$ cat src/rtl/fetch_stage.sv
// rtl/fetch_stage.sv - instruction-fetch stage: PC register, IF/ID capture, freeze and branch flush (optional FETCH_PERF_CNT_EN counters)
module fetch_stage #(
  parameter logic [31:0] RESET_PC = 32'h0000_0000,
  parameter logic [31:0] NOP_INST = 32'h0000_0000
) (
  input  logic        clk,
  input  logic        rst,
  input  logic        freeze,
  input  logic        branch_taken,
  input  logic [31:0] branch_addr,
  output logic [31:0] inst_mem_addr,
  input  logic [31:0] inst_mem_data,
  output logic [31:0] pc_out,
  output logic [31:0] inst_out,
  output logic        valid_out
`ifdef FETCH_PERF_CNT_EN
  ,
  output logic [31:0] fetch_count,
  output logic [31:0] stall_count
`endif
);

  logic [31:0] pc;
  logic [31:0] pc_plus4;
  logic [31:0] branch_target;
  logic        advance;
  logic        unused_addr_bits;

  // Branch targets are word-aligned by dropping the two low address bits.
  assign branch_target    = {branch_addr[31:2], 2'b00};
  assign unused_addr_bits = ^branch_addr[1:0];
  assign pc_plus4         = pc + 32'd4;
  assign advance          = !branch_taken && !freeze;
  assign inst_mem_addr    = pc;

  // Program counter: branch wins over freeze, otherwise step by one word.
  always_ff @(posedge clk or negedge rst) begin
    if (!rst) begin
      pc <= RESET_PC;
    end else if (branch_taken) begin
      pc <= branch_target;
    end else if (!freeze) begin
      pc <= pc_plus4;
    end
  end

  // IF/ID register: flush to NOP on branch, hold on freeze, else capture fetch.
  always_ff @(posedge clk or negedge rst) begin
    if (!rst) begin
      pc_out    <= 32'd0;
      inst_out  <= NOP_INST;
      valid_out <= 1'b0;
    end else if (branch_taken) begin
      pc_out    <= 32'd0;
      inst_out  <= NOP_INST;
      valid_out <= 1'b0;
    end else if (!freeze) begin
      pc_out    <= pc_plus4;
      inst_out  <= inst_mem_data;
      valid_out <= 1'b1;
    end
  end

`ifdef FETCH_PERF_CNT_EN
  // Performance counters: real fetches and stall cycles; flush edges count neither.
  always_ff @(posedge clk or negedge rst) begin
    if (!rst) begin
      fetch_count <= 32'd0;
      stall_count <= 32'd0;
    end else begin
      if (advance) begin
        fetch_count <= fetch_count + 32'd1;
      end
      if (freeze && !branch_taken) begin
        stall_count <= stall_count + 32'd1;
      end
    end
  end
`endif

endmodule

$ cat config.mk
export PLATFORM = sky130hd
export DESIGN_NAME = fetch_stage
export DESIGN_NICKNAME = d
export VERILOG_FILES = /design/src/rtl/fetch_stage.sv
export SDC_FILE = /design/constraint.sdc
export NUM_CORES = 1
export LEC_CHECK = 0
export CORE_MARGIN = 2
export CORE_UTILIZATION = 50
export DETAILED_ROUTE_END_ITERATION = 10
export GPL_TIMING_DRIVEN = 0
export PLACE_DENSITY_LB_ADDON = 0.25
export SYNTH_ARGS = -nofsm -noshare
export SYNTH_HDL_FRONTEND = slang
export SYNTH_SLANG_ARGS = --single-unit
$ cat constraint.sdc
create_clock -name clk -period 4.3 [get_ports clk]
set_input_delay 0.86 -clock clk [delete_from_list [all_inputs] [get_ports clk]]
set_output_delay 0.86 -clock clk [all_outputs]
set_load 0.05 [all_outputs]
==> key figures, run 1 <==
Yosys
  • Yosys cell types: 48
  • Post-synthesis adder-cell area fraction: 0.256%
  • Post-synth EDFFs: 0
  • Main synth FF type: dfrtp_1
  • Main combinational cell family by area after synthesis: simple AND/OR/NAND/NOR gates
  • Ys async rst share: 100%
  • Synth warnings: 0
  • Post-synthesis mux area share: between 6 and 7%
  • Synth Area in Simple Gates: 22.3%
  • Syn Area/Cell: 9.45 µm²
  • Cell area after synthesis: 0.00488 mm²
  • Compound-Gate Fraction of Synth Area: 13.8%
  • Seq/Total Area, Yosys: approximately 48%
  • Post-Synthesis Cells: between 500 and 600
  • Synth Area in XOR/XNOR: 3.59%
  • Flop and latch count out of synthesis: 94

Place
  • HPWL after DPL: 11,000 µm
  • Placed cells: 811
  • Port Buf Inserts: 160
  • Gpl congestion: between 0.8 and 0.9

Detailed routing
  • M1 WL: about 5700 µm
  • Pre-antenna DRT Iters: 5
  • WL met3: 1480 µm
  • # DRC: 0
  • DR WL/cell: 18.1 µm
  • Final ANT Viol Nets: 0
  • Routed via count: roughly 4,800
  • DR WL met2: 7310 µm
  • Top sig layer: met4
  • DR vias/cell: 5.80
  • DRT iter0 DRCs: between 300 and 400
  • Post-Route WL: 14,900 µm

Layout
  • Share of cells above drive strength 1: between 6 and 7%
  • Post-Layout Cell Count: 827
  • Register area: roughly 0.0024 mm²
  • Nets: between 700 and 800
  • Multi-input gate area: 0.00228 mm²
  • Area Growth Syn to Fin: 40.9%
  • Antenna cells: 0
  • # fillers: 771

Setup path
  • Max FO, Critical Path: 10
  • Crit path depth: 6
  • Buf/Inv on CP: 4
  • WP data required: around 4.5 ns
  • Critical Path End Type: flip-flop
  • Critical path, cell by cell: clkdlybuf4s50_1 > clkbuf_1 > clkbuf_1 > clkbuf_1 > mux2i_1 > nor2_1
  • Arrival time worst endpoint: 3.48 ns
  • CP top delay family: buffers and inverters
  • R2R depth: 7
  • Highest cell delay on the worst timing path: 0.66 ns
  • Worst Setup Start Kind: input pin
  • Setup CP Type: input pin to flip-flop
  • Worst path most repeated cell: clkbuf_1
  • CP max stage cell: clkbuf_1

Power
  • Peak supply drop: 0.179 mV
  • Part of the power in registers: 43.9%
  • Total power: 2.32 mW
  • Internal power: 1.48 mW
  • Switching part of the total: ~36%
  • Leak: 2.73 nW
  • Pwr/cell area: 337 mW/mm²
  • Clock share of power: 25.5%
  • Net switching power: 0.842 mW
  • Gate power share: 30.6%

Clock tree
  • Max Buffers Root-to-Sink: 2
  • Clk sinks: 94
  • Cts hold-fix bufs: 0
  • Clk_lat worst skew: 0.36 ns
  • Clock tree from TritonCTS: done
  • Clock root buffer: clkbuf_8
  • CTS buffer count: 9
  • Post-cts resize count: 0
  • H-Tree Depth: 3
  • Post-CTS Setup Repair Bufs: 0
  • Clock transition at the registers of the reported paths: approximately 0.09 ns

Min path
  • Hold WC Path Type: input pin to asynchronous set/reset pin

Timing
  • Worst-margin pin slew: between 0.8 and 0.9 ns
  • Final min period: 3.25 ns
  • Period utilisation layout: 75.6%
  • Worst relative slew slack: 45.4%
  • F_max: 0.308 GHz
  • Clock Skews: 0.00900 ns
  • Hold Vio Cnt, Final: 0
  • # setup viols final: 0
  • Final slew viol count: 0
  • RSZ-0062 raised after global routing: no

Die
  • Io pins: 165
  • Die area: 0.0106 mm²
  • Die height: between 100 and 150 µm
  • Die width: 103 µm
  • Core area: 0.00964 mm²
  • Num rows: 36
  • Initial core utilization: roughly half

Run status
  • Status: completed

GRT
  • First-pass GRT wire length: roughly 23,000 µm
  • Total GRT Usage: 28.8%
  • Initial antenna violation count: 0
  • Vias in the first global route: 4,802
  • Pin count of the biggest net entering global routing: 67
  • Grt ovf: 0

Job
  • Max Cap Violations: 0
==> sequential cells by signal (all words and copies together), names as in the netlist <==
name           count
valid_out          1
inst_out          32
pc_out            31
inst_mem_addr     30
==> layout make-up <==
class	instances	area share, %
sequential	94	34.2
buffer	50	3.37
timing repair buffer	161	23.7
inverter	6	0.328
multi-input combinational	367	33.1
tap	133	2.42
clock buffer	9	1.80
clock inverter	7	1.09
==> cells by family after synthesis <==
family / count (synthesis)
AO/OA/AOI/OAI: 99
AND/OR/NAND/NOR: 213
flip-flops: 94
other: 1
adder cells (fa/ha/maj): 1
buffers and inverters: 56
XOR/XNOR: 20
multiplexers: 32
==> power by group through the flow <==
stage | combinational, mW | clock, mW | sequential [mW]
after floorplan | 0.191 | 0 | 1.26
after global placement | 0.691 | 0 | 1.03
after detailed placement | 0.706 | 0 | 1.03
after CTS | 0.709 | 0.598 | 1.02
after global routing | 0.751 | 0.628 | 1.03
final | 0.708 | 0.592 | 1.02
==> synth_stat cells, drive strengths merged, types with 2 or more instances <==
cell    count  area share, %
nor4        5           0.64
buf        17            2.2
a22oi       2           0.31
inv         6           0.46
nand2      42            3.2
nor2       78            6.0
nor2b       3           0.38
xor2        5           0.90
or3        10            1.3
and4        3           0.54
o211ai      4           0.62
a21oi      10            1.0
dfrtp      94             48
nand3b      2           0.31
o21a        3           0.46
a31oi      11            1.4
or4        28            4.4
xnor2      15            2.7
o31ai      20            3.1
nor3       10            1.0
clkbuf     33            2.5
a311oi     15            2.7
or2         3           0.38
o21ai      23            2.4
a211oi      6           0.92
nand3      14            1.5
mux2i      32            6.6
nand4      10            1.7
==> worst paths after layout <==
kind	startpoint	endpoint	slack, ns
max reg2reg	inst_mem_addr[2]$_DFFE_PN0N_	inst_mem_addr[22]$_DFFE_PN0N_	1.65
max	freeze	inst_out[6]$_DFFE_PN0N_	1.05
min	rst	pc_out[29]$_DFFE_PN0N_	0.41
max in group asynchronous	rst	inst_out[6]$_DFFE_PN0N_	3.23
min in group clk	valid_out$_DFFE_PN0N_	valid_out$_DFFE_PN0N_	0.51
min reg2reg	valid_out$_DFFE_PN0N_	valid_out$_DFFE_PN0N_	0.51
==> routing by layer <==
metal,track usage [%],up-vias
met5,0,-
met3,6.98,32
met2,48.3,281
li1,-,2211
met4,12.3,0
met1,35.8,2271
==> layout by cell type (no fill, tap or decap), types with 2 or more instances in the layout <==
cell type	count
nand3b_1	2
buf_1	2
a311oi_1	15
a22oi_1	2
a211oi_1	6
nand3_1	13
a31oi_1	11
conb_1	2
o21a_1	3
clkbuf_1	33
buf_2	8
clkinv_4	2
o31ai_1	20
nand2_1	42
nand4_1	8
or4_1	27
buf_6	2
o211ai_1	4
nor3_1	10
dfrtp_1	94
xor2_1	5
clkbuf_8	9
xnor2_1	15
inv_1	5
clkinvlp_4	3
and4_1	3
or3_1	10
or2_2	3
mux2i_1	32
o21ai_0	23
buf_4	6
nor2b_1	3
clkdlybuf4s50_1	159
nor4_1	5
a21oi_1	10
nor2_1	78
==> stage by stage <==
| step | setup WS [ns] | setup TNS (ns) | cell area [µm²] | utilization (%) | hold WS, ns |
|---|---|---|---|---|---|
| global route | 0.963 | 0 | 6870 | 71.3 | 0.430 |
| floorplan | 1.72 | 0 | 4880 | - | 0.564 |
| CTS | 1.11 | 0 | 6870 | 71.3 | 0.417 |
| global placement | -1.02 | -95.33 | 6650 | 69.0 | 0.465 |
| detailed placement | 0.742 | 0 | 6680 | 69.2 | 0.491 |
| finish | 1.05 | 0 | 6870 | 71.3 | 0.411 |
Note: power is estimated with default switching activity, not from simulation.
==> inputs of run 2 (changes only) <==
- CORE_UTILIZATION: 50 -> 42
- clock period: 4.3 -> 2.7 ns (I/O delays scaled with it)
==> key figures, run 2 (same netlist as run 1, synthesis figures left out) <==
Run status
  • Status: completed

Power
  • Peak supply drop: 0.314 mV (+76%)
  • Pwr/cell area: 591 mW/mm² (+75%)
  • Total power: 4.15 mW (+79%)
  • Leak: 2.81 nW (+2.9%)

Detailed routing
  • Pre-antenna DRT Iters: 5 (unchanged)
  • DRT iter0 DRCs: 279 (-13%)
  • Routed via count: 4,752 (-0.90%)
  • DR vias/cell: 5.68 (-2.0%)
  • Post-Route WL: 15,400 µm (+2.9%)
  • # DRC: 0 (unchanged)
  • Final ANT Viol Nets: 0 (unchanged)
  • DR WL/cell: 18.4 µm (+1.7%)

GRT
  • Vias in the first global route: 4,867 (+1.4%)
  • Total GRT Usage: 25.1% (-3.7 points)
  • Grt ovf: 0 (unchanged)
  • First-pass GRT wire length: 25,100 µm (+7.2%)
  • Pin count of the biggest net entering global routing: 55 (-18%)
  • Initial antenna violation count: 0 (unchanged)

Setup path
  • Buf/Inv on CP: 4 (unchanged)
  • Worst Setup Start Kind: input pin
  • CP top delay family: buffers and inverters
  • CP max stage cell: clkdlybuf4s50_1
  • Max FO, Critical Path: 10 (unchanged)
  • Highest cell delay on the worst timing path: 0.61 ns (-0.05 ns)
  • Worst path most repeated cell: nor2_1
  • Setup CP Type: input pin to flip-flop
  • Arrival time worst endpoint: 2.81 ns (-0.67 ns)
  • Critical path, cell by cell: clkdlybuf4s50_1 > buf_1 > clkbuf_2 > clkbuf_1 > nor2_1 > a21oi_1 > nor2_1
  • Critical Path End Type: flip-flop
  • WP data required: 2.92 ns (-1.61 ns)

Min path
  • Hold WC Path Type: input pin to asynchronous set/reset pin

Timing
  • Worst relative slew slack: 39.1% (-6.3 points)
  • # setup viols final: 0 (unchanged)
  • Final slew viol count: 0 (unchanged)
  • Hold slack final: 0.191 ns (-0.220 ns)
  • Hold Vio Cnt, Final: 0 (unchanged)
  • Setup TNS: 0 ns (unchanged)
  • RSZ-0062 raised after global routing: yes
  • Worst-margin pin slew: 0.905 ns (+0.0932 ns)
  • F_max: 0.386 GHz
  • Final min period: 2.59 ns
  • Clock Skews: 0.00833 ns (-0.000674 ns)
  • Period utilisation layout: 96.0%

Place
  • Port Buf Inserts: 160 (unchanged)
  • DP Area: 0.00669 mm² (+0.19%)
  • Gpl congestion: 0.913 (+5.1%)
  • HPWL after DPL: 11,300 µm (+2.9%)
  • Placed cells: 821 (+1.2%)

Die
  • Die area: 0.0125 mm² (+18%)
  • Io pins: 165 (unchanged)
  • Die width: 112 µm (+8.8%)
  • Num rows: 39 (+8.3%)
  • Initial core utilization: 42.9% (-7.7 points)
  • Core area: 0.0114 mm² (+18%)
  • Die height: 112 µm (+8.8%)

Layout
  • Post-Layout Cell Count: 836 (+1.1%)
  • Most common cell after layout, fill and taps aside: clkdlybuf4s50_1
  • Largest Register: inst_out
  • Antenna cells: 0 (unchanged)
  • Nets: 758 (unchanged)
  • Share of cells above drive strength 1: 6.64% (+0.59 points)
  • Final Cell Area: 0.00702 mm² (+2.1%)
  • Most frequent cells in the layout: clkdlybuf4s50_1, dfrtp_1, nor2_1
  • # fillers: 1,016 (+32%)
  • Max FFs per register: 32 (unchanged)
  • Area Growth Syn to Fin: 43.9%

Clock tree
  • Clk_lat worst skew: 0.35 ns (about the same)
  • H-Tree Depth: 3 (unchanged)
  • Clk sinks: 94 (unchanged)
  • Clock transition at the registers of the reported paths: 0.07 ns (-0.02 ns)
  • Max Buffers Root-to-Sink: 2 (unchanged)
  • Post-CTS Setup Repair Bufs: 0 (unchanged)
  • Clock tree from TritonCTS: done
  • Clock root buffer: clkbuf_16
  • CTS buffer count: 9 (unchanged)

Job
  • Max Cap Violations: 0 (unchanged)
-- run 2: routing by layer --
metal	track usage [%]	part of all wire [%]	wire length (µm)	up-vias
li1	-	-	-	2218
met1	31.1	40	6120	2301
met2	41.7	49	7490	210
met3	7.19	9.0	1390	23
met4	9.79	2.4	375	0
met5	0	0	0	-
-- run 2: power breakdown --
group	leakage [nW]	switching, mW	internal, mW
registers	1.19	0.109	1.51
logic	1.46	0.720	0.409
clock network	0.161	0.542	0.854
-- run 2: layout make-up --
class | instances | area [µm²] | area share [%]
buffer | 50 | 236 | 3.37
tap | 143 | 179 | 2.55
sequential | 94 | 2350 | 33.5
timing repair buffer | 161 | 1630 | 23.2
clock inverter | 4 | 70.1 | 0.998
multi-input combinational | 367 | 2280 | 32.5
inverter | 6 | 22.5 | 0.321
clock buffer | 11 | 253 | 3.60
-- run 2: final timing paths --
| kind | from | slack [ns] | endpoint | cells past startpoint |
|---|---|---|---|---|
| max | freeze | 0.11 | pc_out[2]$_DFFE_PN0N_ | 7 |
| max in group asynchronous | rst | 1.84 | inst_mem_addr[3]$_DFFE_PN0N_ | 2 |
| min | rst | 0.19 | pc_out[30]$_DFFE_PN0N_ | 1 |
| min reg2reg | valid_out$_DFFE_PN0N_ | 0.52 | valid_out$_DFFE_PN0N_ | 1 |
| min in group clk | valid_out$_DFFE_PN0N_ | 0.52 | valid_out$_DFFE_PN0N_ | 1 |
| max reg2reg | inst_mem_addr[2]$_DFFE_PN0N_ | 0.15 | inst_mem_addr[22]$_DFFE_PN0N_ | 7 |
-- run 2: through the flow --
stage | setup slack, ns | utilization, %
detailed placement | -0.692 | 58.8
CTS | 0.106 | 61.7
global placement | -2.45 | 58.6
finish | 0.107 | 61.7
floorplan | 0.120 | -
global route | -0.0269 | 61.7
-- run 2: what timing repair did --
action	in CTS	in global routing
gates resized for setup	4	2
endpoints found under the setup margin	31	3
pin swaps	0	0
hold buffers	0	0
==> inputs of run 3 (changes only) <==
- CELL_PAD_IN_SITES_DETAIL_PLACEMENT: default -> 1
- CELL_PAD_IN_SITES_GLOBAL_PLACEMENT: default -> 1
- CORE_UTILIZATION: 42 -> 34
- CTS_CLUSTER_SIZE: default -> 14
- clock period: 2.7 -> 2.98 ns (I/O delays scaled with it)
==> key figures, run 3 (same netlist as run 1, synthesis figures left out) <==
Timing
  • F_max: 0.359 GHz
  • Worst relative slew slack: 44.7% (+5.6 points)
  • Hold Vio Cnt, Final: 0 (unchanged)
  • Period utilisation layout: just over 90%
  • Final min period: 2.79 ns
  • Clock Skews: 0.00790 ns (-0.000427 ns)
  • Hold slack final: 0.228 ns (+0.0363 ns)
  • Final worst-path setup slack: 0.193 ns (+0.0861 ns)
  • # setup viols final: 0 (unchanged)
  • Setup TNS: 0 ns (unchanged)
  • Worst-margin pin slew: 0.822 ns (-0.0835 ns)
  • RSZ-0062 raised after global routing: no
  • Final slew viol count: 0 (unchanged)

Setup path
  • Worst path most repeated cell: clkbuf_1
  • Max FO, Critical Path: 10 (unchanged)
  • CP top delay family: buffers and inverters
  • Arrival time worst endpoint: 3.01 ns (+0.20 ns)
  • Highest cell delay on the worst timing path: 0.63 ns (+0.02 ns)
  • Critical Path End Type: flip-flop
  • Setup CP Type: input pin to flip-flop
  • Buf/Inv on CP: 4 (unchanged)
  • Critical path, cell by cell: clkdlybuf4s50_1 > clkbuf_1 > clkbuf_1 > clkbuf_2 > mux2i_1 > nor2_1
  • Worst Setup Start Kind: input pin
  • CP max stage cell: clkdlybuf4s50_1
  • WP data required: 3.20 ns (+0.28 ns)

GRT
  • Met1 GRT Util: 28.2% (-2.9 points)
  • Met3 track demand over resource: 7.01% (-0.18 points)
  • First-pass GRT wire length: 26,900 µm (+7.0%)
  • Total GRT Usage: 23.2% (-1.9 points)
  • Pin count of the biggest net entering global routing: 56 (+1.8%)
  • GRT busiest layer: met2
  • Met2 GRT Util: 38.9% (-2.7 points)
  • Initial antenna violation count: 0 (unchanged)
  • Grt ovf: 0 (unchanged)
  • Vias in the first global route: 4,975 (+2.2%)

Run status
  • Status: completed

Power
  • Leak: 2.79 nW (-0.98%)
  • Peak supply drop: 0.251 mV (-20%)
  • Total power: 3.63 mW (-13%)
  • Pwr/cell area: 516 mW/mm² (-13%)

Die
  • Num rows: 43 (+10%)
  • Die area: 0.0153 mm² (+23%)
  • Die width: 124 µm (+11%)
  • Die height: 124 µm (+11%)
  • Core area: 0.0139 mm² (+23%)
  • Initial core utilization: 35.0% (-7.9 points)
  • Io pins: 165 (unchanged)

Clock tree
  • Max Buffers Root-to-Sink: 2 (unchanged)
  • Clock transition at the registers of the reported paths: 0.07 ns (about the same)
  • H-Tree Depth: 3 (unchanged)
  • Clock root buffer: clkbuf_16
  • CTS buffer count: 9 (unchanged)
  • Clock tree from TritonCTS: done
  • Clk_lat worst skew: 0.35 ns (about the same)
  • Clk sinks: 94 (unchanged)
  • Post-CTS Setup Repair Bufs: 0 (unchanged)

Detailed routing
  • DRT iter0 DRCs: 225 (-19%)
  • Routed via count: 4,809 (+1.2%)
  • Final ANT Viol Nets: 0 (unchanged)
  • Post-Route WL: 17,400 µm (+14%)
  • DR WL/cell: 20.0 µm (+8.6%)
  • Pre-antenna DRT Iters: 5 (unchanged)
  • # DRC: 0 (unchanged)
  • DR vias/cell: 5.50 (-3.2%)

Layout
  • Most common cell after layout, fill and taps aside: clkdlybuf4s50_1
  • Max FFs per register: 32 (unchanged)
  • Nets: 758 (unchanged)
  • Most frequent cells in the layout: clkdlybuf4s50_1, dfrtp_1, nor2_1
  • Share of cells above drive strength 1: 6.48% (-0.15 points)
  • Antenna cells: 0 (unchanged)
  • Area Growth Syn to Fin: 44.0% (about the same)
  • Final Cell Area: 0.00702 mm² (about the same)
  • Largest Register: inst_out

Place
  • DP Area: 0.00673 mm² (+0.69%)
  • Port Buf Inserts: 160 (unchanged)
  • Place WS: -0.480 ns (+0.212 ns)
  • Gpl congestion: 0.814 (-11%)
  • HPWL after DPL: 12,900 µm (+15%)

Min path
  • Hold WC Path Type: input pin to asynchronous set/reset pin

Job
  • Max Cap Violations: 0 (unchanged)
==> run 3: cell count changes in the layout (fill, tap and decap cells not counted) <==
cell | before | now
bufinv_16 | 2 | 0
clkbuf_1 | 28 | 30
clkinv_4 | 0 | 2
clkinvlp_4 | 0 | 2
buf_1 | 3 | 2
clkbuf_2 | 4 | 3
clkbuf_8 | 2 | 1
clkinv_2 | 2 | 1
ha_1 | 0 | 1
ha_2 | 1 | 0
inv_6 | 0 | 1
==> run 3: final timing paths <==
kind / start / end / slack, ns / cells after the start
setup reg to reg: inst_mem_addr[2]$_DFFE_PN0N_ / inst_mem_addr[22]$_DFFE_PN0N_ / 0.30 / 7
hold / removal: rst / pc_out[29]$_DFFE_PN0N_ / 0.23 / 1
setup / recovery: freeze / inst_out[7]$_DFFE_PN0N_ / 0.19 / 6
max in group asynchronous: rst / pc_out[4]$_DFFE_PN0N_ / 2.07 / 2
min in group clk: valid_out$_DFFE_PN0N_ / valid_out$_DFFE_PN0N_ / 0.51 / 1
hold reg to reg: valid_out$_DFFE_PN0N_ / valid_out$_DFFE_PN0N_ / 0.51 / 1
==> run 3: layer usage <==
metal / vias to the layer above / wire, µm / share of wire (%)
li1: 2218 / - / -
met1: 2354 / 6950 / 40
met2: 204 / 8530 / 49
met3: 33 / 1590 / 9.1
met4: 0 / 368 / 2.1
met5: - / 0 / 0
==> run 3: layout make-up <==
cell class | count | area [µm²]
Inverter | 6 | 22.5
Timing Repair Buffer | 161 | 1630
Sequential cell | 94 | 2350
Tap cell | 180 | 225
Fill cell | 1582 | 6910
Multi-Input combinational cell | 367 | 2280
Clock inverter | 6 | 46.3
Buffer | 50 | 235
Clock buffer | 10 | 239
==> run 3: through the flow <==
stage,utilization (%),cells
5_1_grt,50.4,874
6_report,50.4,874
2_1_floorplan,-,517
3_5_place_dp,48.3,858
4_1_cts,50.4,874
3_3_place_gp,48.1,857
==> run 3: power breakdown <==
part           internal [mW]  switching [mW]
Clock                  0.593           0.528
Sequential              1.37           0.100
Combinational          0.370           0.663
Total                   2.33            1.29
==> run 3: timing repair <==
action                                  in CTS  in global routing
endpoints found under the setup margin      17                  0
resized for setup                            3                  0
hold buffers                                 0                  0
